`src/rtl/wptr_full_if.sv`:
```
// wptr_full_if: write-side FIFO bundle between the producer, the write RAM port and the pointer/flag logic.
interface wptr_full_if #(parameter int ADDRSIZE = 4);
  logic                winc;
  logic                wclr_ovf;
  logic [ADDRSIZE:0]   wq2_rptr;
  logic [ADDRSIZE:0]   wptr;
  logic [ADDRSIZE-1:0] waddr;
  logic                wfull;
  logic                walmost_full;
  logic [ADDRSIZE:0]   wfree;
  logic                woverflow;
  modport master(output winc, wclr_ovf, wq2_rptr,
                 input  wptr, waddr, wfull, walmost_full, wfree, woverflow);
  modport slave (input  winc, wclr_ovf, wq2_rptr,
                 output wptr, waddr, wfull, walmost_full, wfree, woverflow);
endinterface

```
`src/rtl/wptr_full.sv`:
```
// wptr_full: async-FIFO write pointer with registered full, almost-full, free count and sticky overflow.
module wptr_full #(
  parameter int ADDRSIZE    = 4,
  parameter int AFULL_LEVEL = (1 << ADDRSIZE) - 2
) (
  input logic        wclk,
  input logic        wrst_n,
  wptr_full_if.slave bus
);
  localparam int W = ADDRSIZE + 1;
  localparam logic [ADDRSIZE:0] DEPTH = W'(1 << ADDRSIZE);
  localparam logic [ADDRSIZE:0] AFULL = W'(AFULL_LEVEL);
  logic [ADDRSIZE:0] wbin, wbnext, wgnext, rbin_s, used_next;
  logic              wen;
  always_comb begin
    for (int i = 0; i <= ADDRSIZE; i++) rbin_s[i] = ^(bus.wq2_rptr >> i);
  end
  assign wen       = bus.winc & ~bus.wfull;
  assign wbnext    = wbin + W'(wen);
  assign wgnext    = (wbnext >> 1) ^ wbnext;
  assign used_next = wbnext - rbin_s;
  assign bus.waddr = wbin[ADDRSIZE-1:0];
  // Flags come from the next pointer so they stay consistent with wptr on the same edge.
  always_ff @(posedge wclk or negedge wrst_n)
    if (!wrst_n) begin
      wbin             <= '0;
      bus.wptr         <= '0;
      bus.wfull        <= 1'b0;
      bus.walmost_full <= 1'b0;
      bus.wfree        <= DEPTH;
      bus.woverflow    <= 1'b0;
    end else begin
      wbin             <= wbnext;
      bus.wptr         <= wgnext;
      bus.wfull        <= wgnext == {~bus.wq2_rptr[ADDRSIZE:ADDRSIZE-1], bus.wq2_rptr[ADDRSIZE-2:0]};
      bus.walmost_full <= used_next >= AFULL;
      bus.wfree        <= DEPTH - used_next;
      bus.woverflow    <= (bus.winc & bus.wfull) | (bus.woverflow & ~bus.wclr_ovf);
    end
endmodule

```
`src/flat_wrapper.sv`:
```
// flat-port wrapper written by rule: the top's interface ports become plain ports
module wptr_full_flat 
#(
  parameter int ADDRSIZE    = 4,
  parameter int AFULL_LEVEL = (1 << ADDRSIZE) - 2
)
  (wclk, wrst_n, bus_winc, bus_wclr_ovf, bus_wq2_rptr, bus_wptr, bus_waddr, bus_wfull, bus_walmost_full, bus_wfree, bus_woverflow);
  wptr_full_if #(.ADDRSIZE(ADDRSIZE)) bus_i ();
  input logic wclk;
  input logic wrst_n;
  input wire logic [$bits(bus_i.winc)-1:0] bus_winc;
  input wire logic [$bits(bus_i.wclr_ovf)-1:0] bus_wclr_ovf;
  input wire logic [$bits(bus_i.wq2_rptr)-1:0] bus_wq2_rptr;
  output wire logic [$bits(bus_i.wptr)-1:0] bus_wptr;
  output wire logic [$bits(bus_i.waddr)-1:0] bus_waddr;
  output wire logic [$bits(bus_i.wfull)-1:0] bus_wfull;
  output wire logic [$bits(bus_i.walmost_full)-1:0] bus_walmost_full;
  output wire logic [$bits(bus_i.wfree)-1:0] bus_wfree;
  output wire logic [$bits(bus_i.woverflow)-1:0] bus_woverflow;
  assign bus_i.winc = bus_winc;
  assign bus_i.wclr_ovf = bus_wclr_ovf;
  assign bus_i.wq2_rptr = bus_wq2_rptr;
  assign bus_wptr = bus_i.wptr;
  assign bus_waddr = bus_i.waddr;
  assign bus_wfull = bus_i.wfull;
  assign bus_walmost_full = bus_i.walmost_full;
  assign bus_wfree = bus_i.wfree;
  assign bus_woverflow = bus_i.woverflow;
  wptr_full #(.ADDRSIZE(ADDRSIZE), .AFULL_LEVEL(AFULL_LEVEL)) u_core (.wclk(wclk), .wrst_n(wrst_n), .bus(bus_i));
endmodule
```
`config.mk`:
```
export PLATFORM = sky130hd
export DESIGN_NAME = wptr_full_flat
export DESIGN_NICKNAME = d
export VERILOG_FILES = /design/src/rtl/wptr_full_if.sv /design/src/rtl/wptr_full.sv /design/src/flat_wrapper.sv
export SDC_FILE = /design/constraint.sdc
export NUM_CORES = 1
export LEC_CHECK = 0
export ABC_AREA = 1
export CAP_MARGIN = 10
export CORE_ASPECT_RATIO = 1.75
export CORE_MARGIN = 8
export CORE_UTILIZATION = 25
export CTS_CLUSTER_DIAMETER = 80
export DETAILED_ROUTE_END_ITERATION = 8
export GPL_TIMING_DRIVEN = 0
export PLACE_DENSITY = 0.54
export SETUP_SLACK_MARGIN = 0.2
export SLEW_MARGIN = 5
export SYNTH_ARGS = -nofsm -noshare
export SYNTH_HDL_FRONTEND = slang
export SYNTH_SLANG_ARGS = --single-unit
```
`constraint.sdc`:
```
create_clock -name wclk -period 3.2 [get_ports wclk]
set_input_delay 0.64 -clock wclk [delete_from_list [all_inputs] [get_ports wclk]]
set_output_delay 0.64 -clock wclk [all_outputs]
set_load 0.005 [all_outputs]
```
# Yosys cells after proc, flatten, opt, wreduce, memory -nomap -nowiden
# Index checks and enable logic that the tools add are counted.
# totals
ff_bits	18
latch_bits	0
ram_bits	0
mem_bits_ro	0
inputBits	9
output_inout_bits	17
word_cells	24
memories	0
# classes
add_sub_neg	3
n_mul	0
div_mod_pow	0
order_cmp	1
n_eq_ne	1
n_shift	0
mux	0
bitwise_logic	8
reduce_logical	5
# op_table
operator	n
parity 5 bit	5
adder 5 x 1 -> 5 bit	1
== test 5 bit	1
greater-or-equal comparator 5 x 4 -> 1 bit (second input constant)	1
subtractor 5 bit	1
subtractor 5 bit (first input constant)	1
bitwise XOR 4 x 5 -> 5 bit	1
bitwise AND 1 bit	3
inverter 1 bit	2
inverter 2 bit	1
OR 1 bit	1

# Longest topological paths before layout
# Gate-level depths: netlist (run 1).
# logic_depth
depth_word	5
depth_mapped	16
mapped_depth_nobuf	16

# Worst setup path before layout (run 1)
# No wires, ideal clock.
# synth_path
kind	input -> register
from	input bus_wq2_rptr[3]
to	register u_core.bus.wfree[4]
setup_ns	0.060
arrival_time_ns	2.602
required_time_ns	3.140
path_slack_ns	0.537
cell_stages	16
n_path_buf	0
path_cell_list	inv_1 -> nand2_2 -> nand2_2 -> nand2_2 -> nand2_2 -> xor2_2 -> xor2_1 -> ha_1 -> fa_1 -> ha_1 -> inv_1 -> nor2_1 -> inv_1 -> nor2_2 -> nand2_1 -> nand2_1
# synth_between
elab_chain_len	3
word_cells_on_any_way	6
classes_between	add/sub (2); reduce/logical (4)
# synth_lines
item	line_no	rtl
from (decl)	flat_wrapper.sv:13	input wire logic [$bits(bus_i.wq2_rptr)-1:0] bus_wq2_rptr;
parity 5 bit	wptr_full.sv:16	for (int i = 0; i <= ADDRSIZE; i++) rbin_s[i] = ^(bus.wq2_rptr >> i);
subtractor 5 bit *	wptr_full.sv:21	assign used_next = wbnext - rbin_s;
subtractor 5 bit *	wptr_full.sv:37	bus.wfree <= DEPTH - used_next;
to (signal assigned)	wptr_full.sv:37	
to (decl)	wptr_full_if.sv:15	output wptr, waddr, wfull, walmost_full, wfree, woverflow);
# Every way passes the cells marked *; elsewhere a longest branch is shown, timed or not.

# Final worst setup path (run 1)
# layout_path
from	input bus_wq2_rptr[4]
to	register u_core.bus.wfree[4]
# Same word-level chain as after synthesis.

==> summary.md, run 1 <==
| Metric | Value |
|---|---|
| Status | `completed` |
| Overall routing resource usage | `7.277%` |
| Die Wd | `67.99 um` |
| Placed Cells | `215` |
| Synth warn | `0` |
| Clk buf depth | `2` |
| Nets | `185` |
| Non-Filler Instances | `219` |
| CTS tree | `done` |
| Flop pwr share | `22.3%` |
| Hold/Removal Path Class | `register to register` |
| H-tree levels | `1` |
| PnR worst setup slack | `441.2 ps` |
| Worst EP required | `3400 ps` |
| Flop-to-flop setup slack | `860 ps` |
| Gate Count Post-Synth | `138` |
| Post-synthesis register bit count | `17` |
| Gpl congestion | `0.7372` |
| Clk pwr share | `9.3%` |
| Worst Path Arrival | `2950 ps` |
| Buf/Inv on CP | `3` |
| Cell variety after synth | `26` |
| Final wirelength | `2313 um` |
| Layout cells sized above 1 | `23.35%` |
| Clk_lat worst skew | `250 ps` |
| RR Startpoint | `u_core.bus.wfull` |
| Slowest stage delay, CP | `530 ps` |
| Ant. Diodes | `0` |
| RSZ-0062 raised after global routing | `no` |
| IO Pins | `26` |
| Internal power | `0.9653 mW` |
| Vias | `931` |
| Clk root buf | `clkbuf_8` |
| Total Power | `1.762 mW` |
| Final hold vios | `0` |
| Top_reg_cell synth | `dfrtp_1` |
| WL/cell | `10.56 um` |
| CP delay by family, top | `adder cells` |
| P_sw | `0.7968 mW` |
| Worst Min Path Start | `u_core.bus.woverflow` |
| CP Capture Type | `register` |
| Hold Path Cell Cnt | `2` |
| Cell area after layout | `1562 um^2` |
| Count of final setup violators | `0` |
| Highest-delay cell along the critical path | `fa_1` |
| CTS Hold Bufs | `0` |
| Final hold slack | `529.2 ps` |
| Starting Density | `25.57%` |
| Worst R2R End | `u_core.bus.wfree[4]` |
| Max_cap viols | `0` |
| Pin count of the biggest net entering global routing | `18` |
| FILL cells | `499` |
| Syn-to-layout area delta | `32.06%` |
| Syn_nets | `155` |
| Startpoint Class | `primary input` |
| Core area | `4624 um^2` |
| Hpwl dp | `1992 um` |
| Worst path depth | `16` |
| Clock-pin slew on the worst setup and hold paths | `70 ps` |
| Hold Path End | `u_core.bus.woverflow` |
| Sw frac | `45.22%` |
| Crit path time final | `2759 ps` |
| Die Y | `107.0 um` |
| Syn_area_per_cell | `8.568 um^2` |
| Final global-route overflow total | `0` |
| Post-synthesis sequential area ratio | `36.08%` |
| Routed Antenna Nets | `0` |
| CTS buffer count | `3` |
| Slew HR | `49.24%` |
| Post-place instance area | `1498 um^2` |
| CP cell instances | `dlygate4sd2_1 > nand2_1 > nand2_2 > nand2_2 > nand2_2 > xor2_2 > xor2_1 > ha_2 > fa_1 > ha_2 > inv_1 > nor2_2 > inv_1 > nor2_2 > nand2_1 > nand2_1` |
| Initial antenna violation count | `0` |
| DRC violations left | `0` |
| Worst slack at placement | `-183.7 ps` |
| Combinational share of power | `68.4%` |
| Setup CP Type | `primary input to register` |
| Peak supply drop | `0.3626 mV` |
| Worst slew pin tran | `759.0 ps` |
| Achievable Freq | `362.5 MHz` |
| # rows | `33` |
| Number of synthesized flops with an enable pin | `0` |
| Slew Limit Fails | `0` |
| Final clock skew | `6.052 ps` |
| Initial drt markers | `9` |
| Vias in the first global route | `990` |
| Leak | `0.7602 nW` |
| Ys async rst share | `100.0%` |
| Port buffer count | `25` |
| Fin crit share | `86.21%` |
| Worst reg2reg path depth | `13` |
| Power per cell area | `1128 nW/um^2` |
| Avg Vias per Cell | `4.251` |
| Global-route wire length before repair | `4133 um` |
| CTS Sinks | `17` |
| Mapped Area | `1182 um^2` |
| Worst Path Max Fanout | `4` |
| Detailed-router iteration count before antenna repair | `2` |
| Die ar. | `7273 um^2` |
[power by group through the flow]
stage	clock, mW	sequential (mW)	combinational, mW
3_5_place_dp	0	0.399	1.21
3_3_place_gp	0	0.395	1.20
6_report	0.164	0.393	1.21
4_1_cts	0.171	0.395	1.24
5_1_grt	0.179	0.408	1.37
2_1_floorplan	0	0.407	0.816
[cell usage in the layout, fill, tap and decap left out]
cell              n
nand3_4           3
xor2_2            3
dlygate4sd2_1     2
o22ai_1           1
o21bai_1          1
nor2_2            4
a21oi_1           2
dfstp_2           1
fa_1              1
nand4_1           2
clkdlybuf4s50_1  22
xnor2_1           1
o21ai_1           1
nand3_1           9
nand2_2           7
dfrtp_1          16
clkinvlp_4        1
xor2_1            3
inv_2             2
o21bai_2          1
nor2_4            1
nand2_4           5
nand2_1          31
ha_1              5
inv_4             1
clkinv_2          1
inv_1            22
clkbuf_8          3
dlymetal6s2s_1    1
nand3_2           4
ha_2              2
nor2_1            8
[worst reg2reg max path: cells and delay by family (launching register included)]
family | cells | cell delay (ps)
flip-flops | 1 | 370
adder cells (fa/ha/maj) | 3 | 1150
buffers and inverters | 5 | 350
AND/OR/NAND/NOR | 5 | 410
[synthesized netlist by cell type, types with 2 or more instances]
cell	instances	area, um^2
nor2_1	9	33.78
xor2_1	4	35.03
inv_1	23	86.33
xor2_2	2	32.53
nand3_1	9	45.04
nand3_4	3	52.55
nand2_2	7	43.79
nand4_1	2	12.51
nand3_2	4	40.04
ha_1	7	87.58
nand2_1	31	116.4
nor2_2	3	18.77
nand2_4	5	56.30
a21oi_1	2	10.01
dfrtp_1	16	400.4
[state kept, by name (all words and copies together), names as in the netlist]
signal and count:
u_core.wbin 4, u_core.bus.wptr 5, u_core.bus.woverflow 1, u_core.bus.wfull 1, u_core.bus.wfree 5, u_core.bus.walmost_full 1
[how the worst max path moves through the flow]
stage	start	endpoint	slack, ps
detailed placement	bus_wq2_rptr[4]	u_core.bus.wfree[4]	-180
floorplan	bus_wq2_rptr[3]	u_core.bus.wfree[4]	540
finish	bus_wq2_rptr[4]	u_core.bus.wfree[4]	440
global route	bus_wq2_rptr[4]	u_core.bus.wfree[4]	240
CTS	bus_wq2_rptr[2]	u_core.bus.wfree[4]	250
global placement	bus_wq2_rptr[4]	u_core.bus.wfree[4]	-170
[cells by family (layout without fill, tap and decap cells)]
group                    Yosys count  after routing  share of synthesized area (%)
AND/OR/NAND/NOR                   74             74                          36.40
buffers and inverters             26             55                          8.571
XOR/XNOR                           7              7                          6.455
adder cells (fa/ha/maj)            8              8                          9.100
AO/OA/AOI/OAI                      6              6                          3.386
flip-flops                        17             17                          36.08
[metal layers]
layer | global-route usage [%] | wire, um
met3 | 1.148 | 144
met4 | 4.860 | 55
met5 | 0 | 0
met1 | 7.299 | 882
met2 | 12.95 | 1230
[metrics by stage]
| stage | TNS [ps] | util, % |
|---|---|---|
| after floorplan | 0 | - |
| after global placement | -344.9 | 32.39 |
| after detailed placement | -375.1 | 32.39 |
| after CTS | 0 | 33.71 |
| after global routing | 0 | 33.77 |
| final | 0 | 33.77 |
[area by class of cell]
type	count	area, um^2	area share [%]
sequential	17	426.7	27.32
clock inverter	1	7.507	0.4808
tap	52	65.06	4.167
multi-input combinational	95	669.4	42.87
timing repair buffer	25	250.2	16.03
clock buffer	3	41.29	2.644
inverter	26	101.3	6.490
[what timing repair did]
item,in CTS,in global routing
cloned,0,0
gates resized for setup,7,1
pin swaps,4,1
endpoints found under the setup margin,3,2
buffers inserted,0,0
No activity file was read; power rests on OpenSTA's default activity.
==> run 2, diff against run 1 <==
--- a/config.mk
+++ b/config.mk
@@ -5,7 +5,7 @@
 export SDC_FILE = /design/constraint.sdc
 export NUM_CORES = 1
 export LEC_CHECK = 0
-export ABC_AREA = 1
+export ABC_AREA = 0
 export CAP_MARGIN = 10
 export CORE_ASPECT_RATIO = 1.75
 export CORE_MARGIN = 8
@@ -13,7 +13,7 @@
 export CTS_CLUSTER_DIAMETER = 80
 export DETAILED_ROUTE_END_ITERATION = 8
 export GPL_TIMING_DRIVEN = 0
-export PLACE_DENSITY = 0.54
+export PLACE_DENSITY = 0.55
 export SETUP_SLACK_MARGIN = 0.2
 export SLEW_MARGIN = 5
 export SYNTH_ARGS = -nofsm -noshare
==> summary.md, run 2 <==
| Metric | Value |
|---|---|
| Hpwl dp | `1840 um (was 1992 um)` |
| Number of synthesized flops with an enable pin | `0 (unchanged)` |
| Overall routing resource usage | `7.281% (was 7.277%)` |
| Syn_area_per_cell | `11.15 um^2 (was 8.568 um^2)` |
| Worst EP required | `3330 ps (was 3400 ps)` |
| Final global-route overflow total | `0 (unchanged)` |
| Top cells by area, synth | `dfrtp_1 39%, xnor2_1 10%, xor2_1 9.3% (was dfrtp_1 34%, nand2_1 9.8%, ha_1 7.4%)` |
| Worst Path Max Fanout | `4 (unchanged)` |
| Flop-to-flop setup slack | `700 ps (was 860 ps)` |
| Post-synthesis sequential area ratio | `41.13% (was 36.08%)` |
| Die ar. | `6547 um^2 (was 7273 um^2)` |
| Most common library cell in the layout ignoring fill and taps | `clkdlybuf4s50_1 (was nand2_1)` |
| Syn_nets | `110 (was 155)` |
| Setup CP Type | `primary input to register (unchanged)` |
| Placed Cells | `166 (was 215)` |
| Top_reg_cell synth | `dfrtp_1 (unchanged)` |
| Gpl congestion | `0.7572 (was 0.7372)` |
| Initial drt markers | `14 (was 9)` |
| Post-place instance area | `1339 um^2 (was 1498 um^2)` |
| Detailed-router iteration count before antenna repair | `3 (was 2)` |
| CTS buffer count | `3 (unchanged)` |
| Die Wd | `64.69 um (was 67.99 um)` |
| Routed Antenna Nets | `0 (unchanged)` |
| Status | `completed (unchanged)` |
| Final clock skew | `1.245 ps (was 6.052 ps)` |
| TNS Setup | `0 ps (unchanged)` |
| Layout cells sized above 1 | `22.40% (was 23.35%)` |
| Vias | `765 (was 931)` |
| Vias in the first global route | `832 (was 990)` |
| Crit path time final | `2926 ps (was 2759 ps)` |
| Global-route wire length before repair | `3684 um (was 4133 um)` |
| Slew Limit Fails | `0 (unchanged)` |
| Non-Filler Instances | `174 (was 219)` |
| Fin util | `37.42% (was 33.77%)` |
| Nets | `143 (was 185)` |
| Cell variety after synth | `33 (was 26)` |
| Max_cap viols | `0 (unchanged)` |
| CTS tree | `done (unchanged)` |
| Pin count of the biggest net entering global routing | `18 (unchanged)` |
| Core area | `4073 um^2 (was 4624 um^2)` |
| Hold/Removal Path Class | `register to register (unchanged)` |
| CP Capture Type | `register (unchanged)` |
| Gate Count Post-Synth | `93 (was 138)` |
| Commonest non-fill, non-tap cells in the layout | `22 x clkdlybuf4s50_1, 16 x dfrtp_1, 12 x xnor2_1 (was 31 x nand2_1, 22 x inv_1, 22 x clkdlybuf4s50_1)` |
| RSZ-0062 raised after global routing | `no (unchanged)` |
| Startpoint Class | `primary input (unchanged)` |
| Worst slew pin tran | `717.6 ps (was 759.0 ps)` |
| Peak supply drop | `0.3938 mV (was 0.3626 mV)` |
| Post-synth top area cell | `dfrtp_1 (unchanged)` |
| WL/cell | `13.27 um (was 10.56 um)` |
| # rows | `31 (was 33)` |
| Total Power | `1.941 mW (was 1.762 mW)` |
| Die Y | `101.2 um (was 107.0 um)` |
| Ant. Diodes | `0 (unchanged)` |
| Mapped Area | `1037 um^2 (was 1182 um^2)` |
| Clock-pin slew on the worst setup and hold paths | `60 ps (was 70 ps)` |
| Largest registers | `u_core.bus.wfree x5, u_core.bus.wptr x5, u_core.wbin x4 (unchanged)` |
| Clk_lat worst skew | `240 ps (was 250 ps)` |
| Post-synth top cells | `16 x dfrtp_1, 12 x xnor2_1, 11 x xor2_1 (was 31 x nand2_1, 23 x inv_1, 16 x dfrtp_1)` |
| Avg Vias per Cell | `4.397 (was 4.251)` |
| Post-synthesis register bit count | `17 (unchanged)` |
| Count leader, synth | `dfrtp_1 (was nand2_1)` |
| Worst Path Arrival | `3060 ps (was 2950 ps)` |
| Clk buf depth | `2 (unchanged)` |
| IO Pins | `26 (unchanged)` |
| Cell area after layout | `1524 um^2 (was 1562 um^2)` |
| Synth warn | `0 (unchanged)` |
| Slew HR | `52.01% (was 49.24%)` |
| Area share of the largest cell type after synthesis | `38.60% (was 33.86%)` |
| Final wirelength | `2309 um (was 2313 um)` |
| Port buffer count | `24 (was 25)` |
| Starting Density | `25.47% (was 25.57%)` |
| Syn-to-layout area delta | `46.92% (was 32.06%)` |
| H-tree levels | `1 (unchanged)` |
| Initial antenna violation count | `0 (unchanged)` |
| Achievable Freq | `341.8 MHz (was 362.5 MHz)` |
| Fin crit share | `91.44% (was 86.21%)` |
| Count of final setup violators | `0 (unchanged)` |
| Final hold vios | `0 (unchanged)` |
| Ys async rst share | `100.0% (unchanged)` |
| CTS Sinks | `17 (unchanged)` |
| Clk root buf | `clkbuf_8 (unchanged)` |
| Leak | `0.6180 nW (was 0.7602 nW)` |
| Power per cell area | `1274 nW/um^2 (was 1128 nW/um^2)` |
| DRC violations left | `0 (unchanged)` |
[run 2: changes by cell type after synthesis, moves of 7 or more]
cell and change:
nand2_1 -29, inv_1 -14, xnor2_1 +11, nor2_1 -9, nand2_2 -7, xor2_1 +7
[run 2: repair_timing]
item	in CTS	in global routing
gates resized for setup	10	14
setup buffers	2	2
pin swaps	6	3
hold buffers	0	0
setup endpoints to repair	5	3
[run 2: critical path: stages]
cell and delay (ps):
clkdlybuf4s50_1 480, and3b_1 200, ha_2 210, xor2_2 190, buf_6 140, ha_4 210, a21o_4 230, nor3b_2 240
a2111oi_4 130, and2_1 180, a31o_1 180
[run 2: stage by stage]
stage                     hold slack (ps)  setup WS (ps)
after floorplan                     344.4          225.8
after global routing                621.0          177.5
after global placement              519.5         -420.8
final                               532.2          273.9
after CTS                           547.1          206.0
after detailed placement            529.2         -499.8
[run 2: cell type report]
type / instances / area, um^2
buffer: 2 / 16.27
clock buffer: 4 / 45.04
fill: 423 / 2549
inverter: 9 / 33.78
multi-input combinational: 65 / 676.9
sequential: 17 / 426.7
tap: 49 / 61.31
timing repair buffer: 28 / 264.0
[run 2: kinds of logic after synthesis]
family / after synthesis / synth area share (%)
DFF: 17 / 41.13
buffers and inverters: 11 / 4.100
AOI/OAI and AO/OA: 8 / 6.634
muxes: 2 / 2.051
and+or+nand+nor: 23 / 13.99
xor gates and xnor gates: 24 / 21.71
adders and majority gates: 8 / 10.37
[run 2: report_power, final]
part	internal (mW)	switching (mW)	total [mW]
registers	0.345	0.0531	0.398
logic	0.736	0.655	1.39
clock network	0.0881	0.0640	0.152
[run 2: path summary, 6_finish.rpt]
check	start	end	cells past startpoint
setup reg to reg	u_core.bus.wfull	u_core.bus.walmost_full	10
hold reg to reg	u_core.bus.wfull	u_core.bus.woverflow	2
min in group asynchronous	wrst_n	u_core.bus.walmost_full	1
hold / removal	u_core.bus.wfull	u_core.bus.woverflow	2
setup / recovery	bus_winc	u_core.bus.walmost_full	11
max in group asynchronous	wrst_n	u_core.bus.wptr[3]	1
[run 2: metal layers]
layer  vias to the layer above  track usage, %  routed length, um
met5                         -               0                  0
met1                       369           5.921                722
met2                        17           13.92               1367
met3                         4           2.436                153
li1                        375               -                  -
met4                         0           5.068                 65
==> run 3, diff against run 2 <==
--- a/config.mk
+++ b/config.mk
@@ -10,6 +10,7 @@
 export CORE_ASPECT_RATIO = 1.75
 export CORE_MARGIN = 8
 export CORE_UTILIZATION = 25
+export CTS_BUF_LIST = sky130_fd_sc_hd__clkbuf_8
 export CTS_CLUSTER_DIAMETER = 80
 export DETAILED_ROUTE_END_ITERATION = 8
 export GPL_TIMING_DRIVEN = 0
==> summary.md, run 3 (same netlist as run 2, synthesis figures left out) <==
| Metric | Value |
|---|---|
| Status | `completed (unchanged)` |
| Vias in the first global route | `832 (unchanged)` |
| TNS Setup | `0 ps (unchanged)` |
| Hpwl dp | `1840 um (unchanged)` |
| Cell area after layout | `1524 um^2 (unchanged)` |
| CP delay by family, top | `buffers and inverters (unchanged)` |
| Flop-to-flop setup slack | `700 ps (about the same)` |
| Layer with the highest usage | `met2 (unchanged)` |
| CTS buffer count | `3 (unchanged)` |
| Most common library cell in the layout ignoring fill and taps | `clkdlybuf4s50_1 (unchanged)` |
| Commonest non-fill, non-tap cells in the layout | `22 x clkdlybuf4s50_1, 16 x dfrtp_1, 12 x xnor2_1 (unchanged)` |
| Initial drt markers | `14 (unchanged)` |
| Fin util | `37.42% (unchanged)` |
| Fin crit share | `91.44% (unchanged)` |
| Peak supply drop | `0.3938 mV (about the same)` |
| Syn-to-layout area delta | `46.92% (unchanged)` |
| Global-route met1 utilization | `5.921% (unchanged)` |
| Startpoint Class | `primary input (unchanged)` |
| Worst EP required | `3330 ps (about the same)` |
| Worst Path Max Fanout | `4 (unchanged)` |
| Highest-delay cell along the critical path | `clkdlybuf4s50_1 (unchanged)` |
| Slew Limit Fails | `0 (unchanged)` |
| Pin count of the biggest net entering global routing | `18 (unchanged)` |
| Achievable Freq | `341.8 MHz (unchanged)` |
| Setup CP Type | `primary input to register (unchanged)` |
| CP Capture Type | `register (unchanged)` |
| Met2 usage | `13.92% (unchanged)` |
| Final clock skew | `1.672 ps (was 1.245 ps)` |
| FILL cells | `423 (unchanged)` |
| RSZ-0062 raised after global routing | `no (unchanged)` |
| Starting Density | `25.47% (unchanged)` |
| Clk root buf | `clkbuf_8 (unchanged)` |
| Gpl congestion | `0.7572 (unchanged)` |
| H-tree levels | `1 (unchanged)` |
| Slew HR | `52.01% (about the same)` |
| Final global-route overflow total | `0 (unchanged)` |
| Initial antenna violation count | `0 (unchanged)` |
| CTS tree | `done (unchanged)` |
| Total Power | `1.938 mW (was 1.941 mW)` |
| Detailed-router iteration count before antenna repair | `3 (unchanged)` |
| PnR worst setup slack | `273.9 ps (unchanged)` |
| WL/cell | `13.27 um (unchanged)` |
| # rows | `31 (unchanged)` |
| Post-place instance area | `1339 um^2 (unchanged)` |
| Vias | `765 (unchanged)` |
| CTS Sinks | `17 (unchanged)` |
| Count of final setup violators | `0 (unchanged)` |
| IO Pins | `26 (unchanged)` |
| Worst Path Arrival | `3060 ps (about the same)` |
| Global-route wire length before repair | `3684 um (unchanged)` |
| Nets | `143 (unchanged)` |
| Clock-pin slew on the worst setup and hold paths | `60 ps (about the same)` |
| Die Y | `101.2 um (unchanged)` |
| Layout cells sized above 1 | `22.40% (unchanged)` |
| Core area | `4073 um^2 (unchanged)` |
| Leak | `0.6221 nW (was 0.6180 nW)` |
| Die Wd | `64.69 um (unchanged)` |
| Final hold vios | `0 (unchanged)` |
| Crit path time final | `2926 ps (unchanged)` |
| Power per cell area | `1272 nW/um^2 (was 1274 nW/um^2)` |
| Hold/Removal Path Class | `register to register (unchanged)` |
| Routed Antenna Nets | `0 (unchanged)` |
| Overall routing resource usage | `7.281% (unchanged)` |
| Final wirelength | `2309 um (unchanged)` |
| Clk buf depth | `2 (unchanged)` |
| Port buffer count | `24 (unchanged)` |
| Ant. Diodes | `0 (unchanged)` |
| Largest registers | `u_core.bus.wfree x5, u_core.bus.wptr x5, u_core.wbin x4 (unchanged)` |
| CP cell instances | `clkdlybuf4s50_1 > and3b_1 > ha_2 > xor2_2 > buf_6 > ha_4 > a21o_4 > nor3b_2 > a2111oi_4 > and2_1 > a31o_1 (unchanged)` |
| GR Util met3 | `2.436% (unchanged)` |
| Max_cap viols | `0 (unchanged)` |
| Clk_lat worst skew | `240 ps (about the same)` |
| Worst slack at placement | `-499.8 ps (unchanged)` |
| DRC violations left | `0 (unchanged)` |
| Avg Vias per Cell | `4.397 (unchanged)` |
| Die ar. | `6547 um^2 (unchanged)` |
| Worst slew pin tran | `717.6 ps (about the same)` |
| Buf/Inv on CP | `2 (unchanged)` |
| Slowest stage delay, CP | `480 ps (about the same)` |
[run 3: cell type report]
class                   count  area (um^2)  area share [%]
flip-flops and latches     17        426.7           28.00
well taps                  49        61.31           4.023
repair buffers             28        264.0           17.32
inverters                   9        33.78           2.217
multi-input cells          65        676.9           44.42
clock inverters             1        3.754          0.2463
plain buffers               2        16.27           1.067
clock buffers               3        41.29           2.709
[run 3: worst paths after layout]
kind | end | cells after the start | startpoint
max | u_core.bus.walmost_full | 11 | bus_winc
min | u_core.bus.woverflow | 2 | u_core.bus.wfull
max reg2reg | u_core.bus.walmost_full | 10 | u_core.bus.wfull
min reg2reg | u_core.bus.woverflow | 2 | u_core.bus.wfull
max in group asynchronous | u_core.wbin[0] | 1 | wrst_n
min in group asynchronous | u_core.bus.walmost_full | 1 | wrst_n
[run 3: power breakdown]
group / internal, mW / total (mW) / switching, mW
Clock: 0.0849 / 0.149 / 0.0643
Sequential: 0.345 / 0.398 / 0.0531
Combinational: 0.736 / 1.39 / 0.655
[run 3: worst min-delay path, delay by kind of cell, from the launching register on]
family	cells	cell delay, ps
compound gates	1	60
simple gates	1	50
flops	1	370
[run 3: per-layer routing]
layer	part of all wire (%)	vias to the layer above	wire length (um)
li1	-	375	-
met1	31	369	722
met2	59	17	1367
met3	6.6	4	153
met4	2.8	0	65
met5	0	-	0
[run 3: timing repair]
| action | in CTS | in global routing |
|---|---|---|
| pin swaps | 6 | 3 |
| hold buffers | 0 | 0 |
| setup endpoints to repair | 5 | 3 |
| resized for setup | 10 | 14 |
| setup buffers | 2 | 2 |
[run 3: through the flow]
| stage | std cells | hold slack (ps) |
|---|---|---|
| 2_1_floorplan | 93 | 344.4 |
| 3_3_place_gp | 166 | 519.5 |
| 3_5_place_dp | 166 | 529.2 |
| 4_1_cts | 172 | 547.1 |
| 5_1_grt | 174 | 621.1 |
| 6_report | 174 | 532.3 |
